`src/rtl/aes_pkg.sv`:
```
// Shared AES-256 key-schedule constants.
//   KEY_LEN / WORD_LEN / NR / NUM_RK : geometry of the key schedule.
//   RK_W        : width of one stored round key (128).
//   TIMEOUT_CYC : WAIT watchdog limit, used only when KEYSCHED_TIMEOUT_EN is defined.
//   ST_*        : controller state encoding.
//   RCON_BASE   : first Rcon byte; later bytes are left shifts of it.
package aes_pkg;
    localparam int KEY_LEN     = 256;
    localparam int WORD_LEN    = 32;
    localparam int NR          = 14;
    localparam int NUM_RK      = NR + 1;
    localparam int RK_W        = KEY_LEN / 2;
    localparam int TIMEOUT_CYC = 16;
    localparam int LAST_ITER   = 6;

    localparam logic [7:0] RCON_BASE = 8'h01;

    localparam logic [2:0] ST_IDLE  = 3'd0;
    localparam logic [2:0] ST_LOAD  = 3'd1;
    localparam logic [2:0] ST_ISSUE = 3'd2;
    localparam logic [2:0] ST_WAIT  = 3'd3;
    localparam logic [2:0] ST_STORE = 3'd4;
    localparam logic [2:0] ST_DONE  = 3'd5;

    // Rcon word as GenSubKey expects it: byte in the top lane.
    function automatic logic [WORD_LEN-1:0] rcon_word(input logic [7:0] rcon_byte);
        return {rcon_byte, 24'h0};
    endfunction
endpackage

```
`src/rtl/key_sched_ctrl_if.sv`:
```
// Handshake bus between key_sched_ctrl and GenSubKey.
//   gen_data   : previous 256-bit key      (controller -> GenSubKey data_in)
//   gen_valid  : 1-cycle request pulse     (controller -> GenSubKey valid_in)
//   gen_rcon   : {rcon_byte, 24'h0}        (controller -> GenSubKey Rcon)
//   gen_result : next 256-bit key          (GenSubKey data_out -> controller)
//   gen_done   : result valid              (GenSubKey valid_out -> controller)
// Modports: master = key_sched_ctrl side, slave = GenSubKey side.
interface key_sched_ctrl_if;
    logic [aes_pkg::KEY_LEN-1:0]  gen_data;
    logic                         gen_valid;
    logic [aes_pkg::WORD_LEN-1:0] gen_rcon;
    logic [aes_pkg::KEY_LEN-1:0]  gen_result;
    logic                         gen_done;

    modport master (
        output gen_data,
        output gen_valid,
        output gen_rcon,
        input  gen_result,
        input  gen_done
    );

    modport slave (
        input  gen_data,
        input  gen_valid,
        input  gen_rcon,
        output gen_result,
        output gen_done
    );
endinterface

```
`src/rtl/key_sched_ctrl.sv`:
```
// AES-256 key-schedule controller.
// Expands a 256-bit cipher key by driving GenSubKey once per double-round
// (7 iterations), stores the 15 round keys and serves them through a
// registered read port.
// Ports:
//   clk         : clock, rising edge
//   reset       : asynchronous, active-low reset
//   key_in      : cipher key, [255:128]=w0..w3, [127:0]=w4..w7
//   start       : 1-cycle expand request, ignored while busy
//   busy        : expansion in progress
//   keys_ready  : all round keys valid; cleared by the next accepted start
//   gen         : GenSubKey handshake bus (master side)
//   rk_idx      : round-key read index 0..14
//   rk_data     : round key rk_idx, one cycle after the index
//   timeout_err : sticky watchdog error (KEYSCHED_TIMEOUT_EN), else 0
// Build option: define KEYSCHED_TIMEOUT_EN to enable the WAIT watchdog.
module key_sched_ctrl
    import aes_pkg::*;
(
    input  logic                clk,
    input  logic                reset,
    input  logic [KEY_LEN-1:0]  key_in,
    input  logic                start,
    output logic                busy,
    output logic                keys_ready,
    key_sched_ctrl_if.master    gen,
    input  logic [3:0]          rk_idx,
    output logic [RK_W-1:0]     rk_data,
    output logic                timeout_err
);

    logic [2:0]         state_reg;
    logic [KEY_LEN-1:0] cur_key_reg;
    logic [KEY_LEN-1:0] res_reg;
    logic [2:0]         iter_reg;
    logic [7:0]         rcon_reg;
    logic               busy_reg;
    logic               ready_reg;
    logic [RK_W-1:0]    rk_data_reg;
    logic [RK_W-1:0]    rk_mem [NUM_RK];
    logic [KEY_LEN-1:0] wr_src;
    logic               timeout_hit;

`ifdef KEYSCHED_TIMEOUT_EN
    localparam int WD_W = $clog2(TIMEOUT_CYC + 1);
    logic [WD_W-1:0] wd_cnt_reg;
    logic            timeout_err_reg;

    // Fires on the TIMEOUT_CYC-th consecutive WAIT cycle without gen_done.
    assign timeout_hit = (state_reg == ST_WAIT) && !gen.gen_done &&
                         (wd_cnt_reg == WD_W'(TIMEOUT_CYC - 1));

    always_ff @(posedge clk or negedge reset) begin
        if (!reset) begin
            wd_cnt_reg      <= '0;
            timeout_err_reg <= 1'b0;
        end else begin
            if (state_reg == ST_WAIT && !gen.gen_done)
                wd_cnt_reg <= wd_cnt_reg + 1'b1;
            else
                wd_cnt_reg <= '0;
            if (timeout_hit)
                timeout_err_reg <= 1'b1;
        end
    end

    assign timeout_err = timeout_err_reg;
`else
    assign timeout_hit = 1'b0;
    assign timeout_err = 1'b0;
`endif

    always_ff @(posedge clk or negedge reset) begin
        if (!reset) begin
            state_reg   <= ST_IDLE;
            cur_key_reg <= '0;
            res_reg     <= '0;
            iter_reg    <= '0;
            rcon_reg    <= RCON_BASE;
            busy_reg    <= 1'b0;
            ready_reg   <= 1'b0;
        end else begin
            case (state_reg)
                ST_IDLE: begin
                    if (start) begin
                        cur_key_reg <= key_in;
                        busy_reg    <= 1'b1;
                        ready_reg   <= 1'b0;
                        iter_reg    <= '0;
                        rcon_reg    <= RCON_BASE;
                        state_reg   <= ST_LOAD;
                    end
                end
                ST_LOAD:  state_reg <= ST_ISSUE;
                ST_ISSUE: state_reg <= ST_WAIT;
                ST_WAIT: begin
                    // GenSubKey may only hold data_out while valid_out is high,
                    // so the result is captured here and consumed in STORE.
                    if (gen.gen_done) begin
                        res_reg   <= gen.gen_result;
                        state_reg <= ST_STORE;
                    end else if (timeout_hit) begin
                        busy_reg  <= 1'b0;
                        ready_reg <= 1'b0;
                        state_reg <= ST_IDLE;
                    end
                end
                ST_STORE: begin
                    cur_key_reg <= res_reg;
                    iter_reg    <= iter_reg + 3'd1;
                    rcon_reg    <= {rcon_reg[6:0], 1'b0};
                    state_reg   <= (iter_reg == 3'(LAST_ITER)) ? ST_DONE : ST_ISSUE;
                end
                ST_DONE: begin
                    busy_reg  <= 1'b0;
                    ready_reg <= 1'b1;
                    state_reg <= ST_IDLE;
                end
                default: state_reg <= ST_IDLE;
            endcase
        end
    end

    // LOAD writes the cipher key halves; STORE writes the GenSubKey result halves.
    assign wr_src = (state_reg == ST_LOAD) ? cur_key_reg : res_reg;

    // Entry gi is written in STORE when gi is 2*iter+2 or 2*iter+3, i.e.
    // gi/2 == iter+1. Entry 15 does not exist, so the final iteration's
    // lower half is dropped without an explicit bound check.
    genvar gi;
    generate
        for (gi = 0; gi < NUM_RK; gi++) begin : g_rk
            logic            entry_we;
            logic [RK_W-1:0] entry_reg;

            always_comb begin
                entry_we = 1'b0;
                if (state_reg == ST_LOAD && gi < 2)
                    entry_we = 1'b1;
                else if (state_reg == ST_STORE && (gi / 2) == (int'(iter_reg) + 1))
                    entry_we = 1'b1;
            end

            always_ff @(posedge clk or negedge reset) begin
                if (!reset)
                    entry_reg <= '0;
                else if (entry_we)
                    entry_reg <= (gi % 2 == 0) ? wr_src[KEY_LEN-1 -: RK_W] : wr_src[RK_W-1:0];
            end

            assign rk_mem[gi] = entry_reg;
        end
    endgenerate

    always_ff @(posedge clk or negedge reset) begin
        if (!reset)
            rk_data_reg <= '0;
        else
            rk_data_reg <= (rk_idx < 4'(NUM_RK)) ? rk_mem[rk_idx] : '0;
    end

    // gen_data/gen_rcon stay constant from ISSUE through the whole WAIT.
    assign gen.gen_data  = cur_key_reg;
    assign gen.gen_valid = (state_reg == ST_ISSUE);
    assign gen.gen_rcon  = (state_reg == ST_ISSUE || state_reg == ST_WAIT) ?
                           rcon_word(rcon_reg) : '0;

    assign busy       = busy_reg;
    assign keys_ready = ready_reg;
    assign rk_data    = rk_data_reg;

endmodule

```
`src/flat_wrapper.sv`:
```
// flat-port wrapper written by rule: the top's interface ports become plain ports
module key_sched_ctrl_flat import aes_pkg::*;
  (clk, reset, key_in, start, busy, keys_ready, rk_idx, rk_data, timeout_err, gen_gen_data, gen_gen_valid, gen_gen_rcon, gen_gen_result, gen_gen_done);
  key_sched_ctrl_if gen_i ();
  input  logic clk;
  input  logic reset;
  input  logic [KEY_LEN-1:0] key_in;
  input  logic start;
  output logic busy;
  output logic keys_ready;
  input  logic [3:0] rk_idx;
  output logic [RK_W-1:0] rk_data;
  output logic timeout_err;
  output wire logic [$bits(gen_i.gen_data)-1:0] gen_gen_data;
  output wire logic [$bits(gen_i.gen_valid)-1:0] gen_gen_valid;
  output wire logic [$bits(gen_i.gen_rcon)-1:0] gen_gen_rcon;
  input wire logic [$bits(gen_i.gen_result)-1:0] gen_gen_result;
  input wire logic [$bits(gen_i.gen_done)-1:0] gen_gen_done;
  assign gen_gen_data = gen_i.gen_data;
  assign gen_gen_valid = gen_i.gen_valid;
  assign gen_gen_rcon = gen_i.gen_rcon;
  assign gen_i.gen_result = gen_gen_result;
  assign gen_i.gen_done = gen_gen_done;
  key_sched_ctrl u_core (.clk(clk), .reset(reset), .key_in(key_in), .start(start), .busy(busy), .keys_ready(keys_ready), .gen(gen_i), .rk_idx(rk_idx), .rk_data(rk_data), .timeout_err(timeout_err));
endmodule
```
`config.mk`:
```
export PLATFORM = sky130hd
export DESIGN_NAME = key_sched_ctrl_flat
export DESIGN_NICKNAME = d
export VERILOG_FILES = /design/src/rtl/aes_pkg.sv /design/src/rtl/key_sched_ctrl_if.sv /design/src/rtl/key_sched_ctrl.sv /design/src/flat_wrapper.sv
export SDC_FILE = /design/constraint.sdc
export NUM_CORES = 2
export LEC_CHECK = 0
export CAP_MARGIN = 30
export CELL_PAD_IN_SITES_DETAIL_PLACEMENT = 1
export CELL_PAD_IN_SITES_GLOBAL_PLACEMENT = 2
export CORE_UTILIZATION = 45
export CTS_BUF_LIST = sky130_fd_sc_hd__clkbuf_4 sky130_fd_sc_hd__clkbuf_8 sky130_fd_sc_hd__clkbuf_16
export DETAILED_ROUTE_END_ITERATION = 6
export PLACE_DENSITY = 0.89
export SYNTH_ARGS = -nofsm -noshare
export SYNTH_HDL_FRONTEND = slang
export SYNTH_SLANG_ARGS = --single-unit
```
`constraint.sdc`:
```
create_clock -name clk -period 5.8 [get_ports clk]
set_clock_uncertainty 0.2 [all_clocks]
set_input_delay 0.87 -clock clk [delete_from_list [all_inputs] [get_ports clk]]
set_output_delay 0.87 -clock clk [all_outputs]
set_load 0.01 [all_outputs]
```
Word level (Yosys, flattened, before mapping)

Cells that the tools add are included.

Bitwise operators: 1
Equality and inequality tests: 15
Reductions and logical operators: 17
Multiply operators: 0
Magnitude comparators: 2
Shift operators: 0
Muxes and demuxes: 29
Div/mod/pow operators: 0
Add/sub/neg operators: 2

Operators by type and width:

| kind                  | number |
|---|---|
| $bmux W128 S4         | 1 |
| $mux W256             | 2 |
| $pmux W256 S2         | 1 |
| $mux W128             | 3 |
| $eq A4 B32 Y1 const A | 4 |
| $eq A3 B32 Y1 const A | 2 |
| $eq A2 B32 Y1 const A | 1 |
| $logic_not A32 Y1     | 1 |
| $mux W32              | 1 |
| $pmux W8 S2           | 1 |
| $pmux W3 S5           | 1 |
| $mux W3               | 4 |
| $mux W1               | 11 |
| $eq A3 B3 Y1 const B  | 3 |
| $logic_and A1 B1 Y1   | 8 |
| $mux W8               | 1 |
| $reduce_and A2 Y1     | 4 |
| $eq A3 B2 Y1 const B  | 2 |
| $pmux W3 S2           | 1 |
| $ge A5 B5 Y1 const B  | 1 |
| $not A4 Y5            | 1 |
| $add A3 B1 Y4 const B | 1 |
| $lt A4 B4 Y1 const B  | 1 |
| $ne A2 B2 Y1 const B  | 2 |
| other kinds (6)       | 8 |

Logic and storage cells: 89
Bits in registers: 2576
RAM bits: 0
Bits in read-only memories: 0
Output and inout port bits: 420
Memories: 0
Bits in latches: 0

Logic depth before layout (Yosys ltp)

Word-level depth: 5
Mapped depth: 8
Mapped depth without buffers: 5

Least setup slack after synthesis

OpenSTA, ideal clock, no wires.

Path kind: input -> register
Start: input port rk_idx[0]
End: register u_core.rk_data_reg[10] (netlist: u_core.rk_data[10])
Data arrival time: 2350 ps
Path slack: 3117 ps
Buffers on the path: 2
Stages: 5
Path through: buf_2 > buf_1 > mux4_2 > a22oi_1 > o21ai_0

Cells in the longest elaborated chain, start to end: 5
Elaborated cells on any way between the ends: 6
Classes of those cells: order compare (1); mux (4); bitwise (1)

RTL lines:

| element                                       | line                  | source |
|---|---|---|
| from (decl)                                   | flat_wrapper.sv:11    | `input logic [3:0] rk_idx;` |
| $not A4 Y5 (not written as such)              | key_sched_ctrl.sv:159 | `rk_data_reg <= (rk_idx < 4'(NUM_RK)) ? rk_mem[rk_idx] : '0;` |
| $bmux W128 S4                                 | key_sched_ctrl.sv:159 |  |
| $mux W128 (not written as such) (2 in series) | key_sched_ctrl.sv:159 |  |
| $mux W128 (*)                                 | key_sched_ctrl.sv:159 |  |
| to (signal assigned)                          | key_sched_ctrl.sv:159 |  |
| to (decl)                                     | key_sched_ctrl.sv:39  | `logic [RK_W-1:0] rk_data_reg;` |

Mark *: on every way between the ends. The rest lies on a longest branch, timed or not. The select of a mux whose other input is x is not followed.
A chain may end at the register's enable or synchronous reset.

Worst setup path in the final report

Start: register u_core.state_reg[1]
End: output port gen_gen_valid

Cells in the longest elaborated chain, start to end: 1

RTL lines:

| element                | line                  | source |
|---|---|---|
| from (decl)            | key_sched_ctrl.sv:32  | `logic [2:0] state_reg;` |
| from (signal assigned) | key_sched_ctrl.sv:112 | `state_reg <= (iter_reg == 3'(LAST_ITER)) ? ST_DONE : ST_ISSUE;` |
| $eq A3 B2 Y1           | key_sched_ctrl.sv:164 | `assign gen.gen_valid = (state_reg == ST_ISSUE);` |
| to (decl)              | flat_wrapper.sv:15    | `output wire logic [$bits(gen_i.gen_valid)-1:0] gen_gen_valid;` |

Every way passes these cells.

==> summary.txt <==
Timing
  – Hold Vio Cnt, Final: 0
  – RSZ-0062 raised after global routing: false
  – Setup TNS: 0 ns
  – Max frequency: 258 MHz
  – Relative slew slack: 0.251
  – Final Max Slew Viols: 0
  – Crit share post-route: 0.669
  – Worst Max-Slew Pin Slew: 1.12 ns
  – Tmin final: 3.88 ns
  – Final hold slack: 0.281 ns
  – Final setup viols: 0

Global route
  – All-Layer GR Usage: 0.263
  – Largest net degree at the start of global routing: 199
  – Grt ovf: 0
  – Initial antenna violation count: 12
  – First-pass GRT wire length: 521 mm
  – Vias in the first global route: 81904

Critical path
  – Max incr delay on CP: 0.68 ns
  – Worst r2r src: u_core.state_reg[1]$_DFFE_PN0P_
  – Reg2reg setup slack: 1.94 ns
  – Critical Path Source Type: register
  – Cell chain of the critical path: inv_1, nor3_1, buf_2, clkdlybuf4s50_1
  – Crit-path slowest cell: dfrtp_1
  – CP Capture Type: output port
  – Worst EP required: 4.73 ns
  – R2R depth: 4
  – R2r endpoint: u_core.g_rk[3].entry_reg[77]$_DFFE_PN0P_
  – Max FO, Critical Path: 16
  – Worst EP arrival: 2.81 ns
  – Crit path kind: register to output port

Final layout
  – Finished Layout Cells: 12279
  – P&R area growth vs syn: 19.7%
  – Fin util: 0.543
  – Share of layout cells above drive strength 1: 0.380
  – Max reg flops: 1920
  – Number of nets in the layout: 9217

Clock tree
  – Postcts setup bufs: 0
  – Clock Pin Slew Worst Setup and Hold Paths: 0.06 ns
  – # hold bufs at CTS: 1
  – CTS resizes: 0
  – H-tree level count: 5
  – Worst-Skew Late Latency: 0.95 ns
  – TritonCTS clock tree: done
  – Total CTS buffers: 300
  – Clock sinks: 2576
  – Root buffer cell: clkbuf_16
  – CTS max path bufs: 4

Placement
  – Port-buffer cells: 914
  – HPWL Detailed: 210 mm
  – GP Congestion: 0.796
  – DP Cell Count: 11754

Logic synthesis
  – Post-synth top flop: dfrtp_1
  – Post-synthesis cell type count: 37
  – Post-synth top area share: 0.558
  – Syn. warnings: 0
  – Ys async rst share: 1.00
  – Post-Syn Area per Cell: 14.7 sq um
  – Yosys reg bits: 2576
  – Cell taking the most area after synthesis: dfrtp_1
  – Seq/Total Area, Yosys: 0.558
  – Netlist Area Pre-Place: 0.115 sq mm
  – Number of synthesized flops with an enable pin: 0
  – Synth top area cells: dfrtp_1, mux2_2, mux2i_1
  – Post-synthesis cell count: 7875

Routing
  – Vias: 71566
  – Total wire length: 338 mm
  – Detail Route Antenna Nets: 0
  – DR WL/cell: 27.6 um
  – Drt pass-1 iters: 5
  – DR vias/cell: 5.83
  – Post-route DRC: 0
  – Initial DRC count: 4095

Outcome
  – Outcome: complete, no violations

Pwr
  – Power Total: 67.3 mW
  – Worst IR drop on VDD: 313 uV
  – Pwr Density: 487 mW/mm^2
  – Total leakage power: 62.6 nW

Worst hold path
  – Hold Startpoint: u_core.res_reg[39]$_DFFE_PN0P_
  – HP Class: register to register
  – Hold endpoint: u_core.gen.gen_data[39]$_DFFE_PN0P_
  – Hold depth: 2

Floorplan
  – Placeable Area: 0.255 sq mm
  – Die Y: 508 um
  – Initial core utilization: 0.453
  – Die area: 0.259 sq mm
  – # rows: 185
  – Die Span X: 508 um
  – Top Ports: 940

Job
  – Max Cap Viol: 0
[cell usage in the layout, fill, tap and decap left out, types with 113 or more instances in the layout]
master,instances
o22ai_1,128
a21oi_1,133
mux2_2,2195
mux4_2,256
buf_4,113
o21ai_0,519
nand2_1,267
mux2_4,205
dfrtp_1,2575
a22oi_1,128
clkbuf_16,305
clkdlybuf4s50_1,910
nand3b_1,128
mux2i_1,642
[power breakdown]
group / switching (mW) / total (mW) / internal, mW
sequential: 3.50 / 26.7 / 23.2
clock: 7.51 / 19.3 / 11.8
combinational: 10.8 / 21.3 / 10.5
total: 21.8 / 67.3 / 45.5
[cell type report]
class	count	area, sq um
Antenna cell	8	20.0
Fill cell	24092	116000
Sequential cell	2576	64500
Inverter	5	23.8
Clock buffer	438	9090
Multi-Input combinational cell	4708	47900
Clock inverter	77	1000
Timing Repair Buffer	1101	11500
Tap cell	3366	4210
[how the worst max path moves through the flow]
stage,slack [ns],startpoint,endpoint,cells after the start
3_3_place_gp,1.68,rk_idx[2],u_core.rk_data[108]$_DFF_PN0_,6
2_1_floorplan,3.12,rk_idx[0],u_core.rk_data[10]$_DFF_PN0_,5
6_report,1.92,u_core.state_reg[1]$_DFFE_PN0P_,gen_gen_valid,4
3_5_place_dp,2.00,rk_idx[2],u_core.rk_data[46]$_DFF_PN0_,4
4_1_cts,1.85,u_core.state_reg[1]$_DFFE_PN0P_,gen_gen_valid,4
5_1_grt,1.71,u_core.state_reg[1]$_DFFE_PN0P_,gen_gen_valid,4
[synthesized netlist by cell type (5+ instances only)]
library cell,count
dfrtp_1,2575
mux2_2,2195
mux2i_1,642
o21ai_0,519
nand2_1,267
mux4_2,256
buf_2,251
mux2_4,205
clkbuf_1,176
a21oi_1,133
a22oi_1,128
nand3b_1,128
o22ai_1,128
buf_4,97
buf_1,48
buf_6,38
mux2_1,32
nor2_1,11
and3_1,9
a22o_1,8
ha_1,5
[metal layers]
layer / track usage / wire, um
met3: 0.0401 / 13900
met5: 0 / 0
met2: 0.453 / 172000
met1: 0.342 / 142000
met4: 0.0800 / 9680
[critical path: cells and delay by family (launching register included)]
| family | cells | cell delay, ns |
|---|---|---|
| buffers and inverters | 3 | 0.97 |
| flip-flops | 1 | 0.68 |
| AND/OR/NAND/NOR | 1 | 0.20 |
[per-stage QoR]
step | instance area, sq um | setup slack [ns]
6_report | 138000 | 1.92
5_1_grt | 138000 | 1.71
4_1_cts | 138000 | 1.85
3_5_place_dp | 128000 | 2.00
3_3_place_gp | 128000 | 1.68
2_1_floorplan | 116000 | 3.12
[cell families (layout without fill, tap and decap cells)]
| group | after synthesis | after routing | share of synthesized area |
|---|---|---|---|
| and+or+nand+nor | 428 | 428 | 0.0187 |
| buffers and inverters | 615 | 1621 | 0.0283 |
| muxes | 3330 | 3330 | 0.350 |
| DFF | 2576 | 2576 | 0.558 |
| other | 1 | 33 | 0.0000325 |
| adders and majority gates | 5 | 5 | 0.000542 |
| AOI/OAI and AO/OA | 920 | 920 | 0.0444 |
No activity file was read; power rests on OpenSTA's default activity.
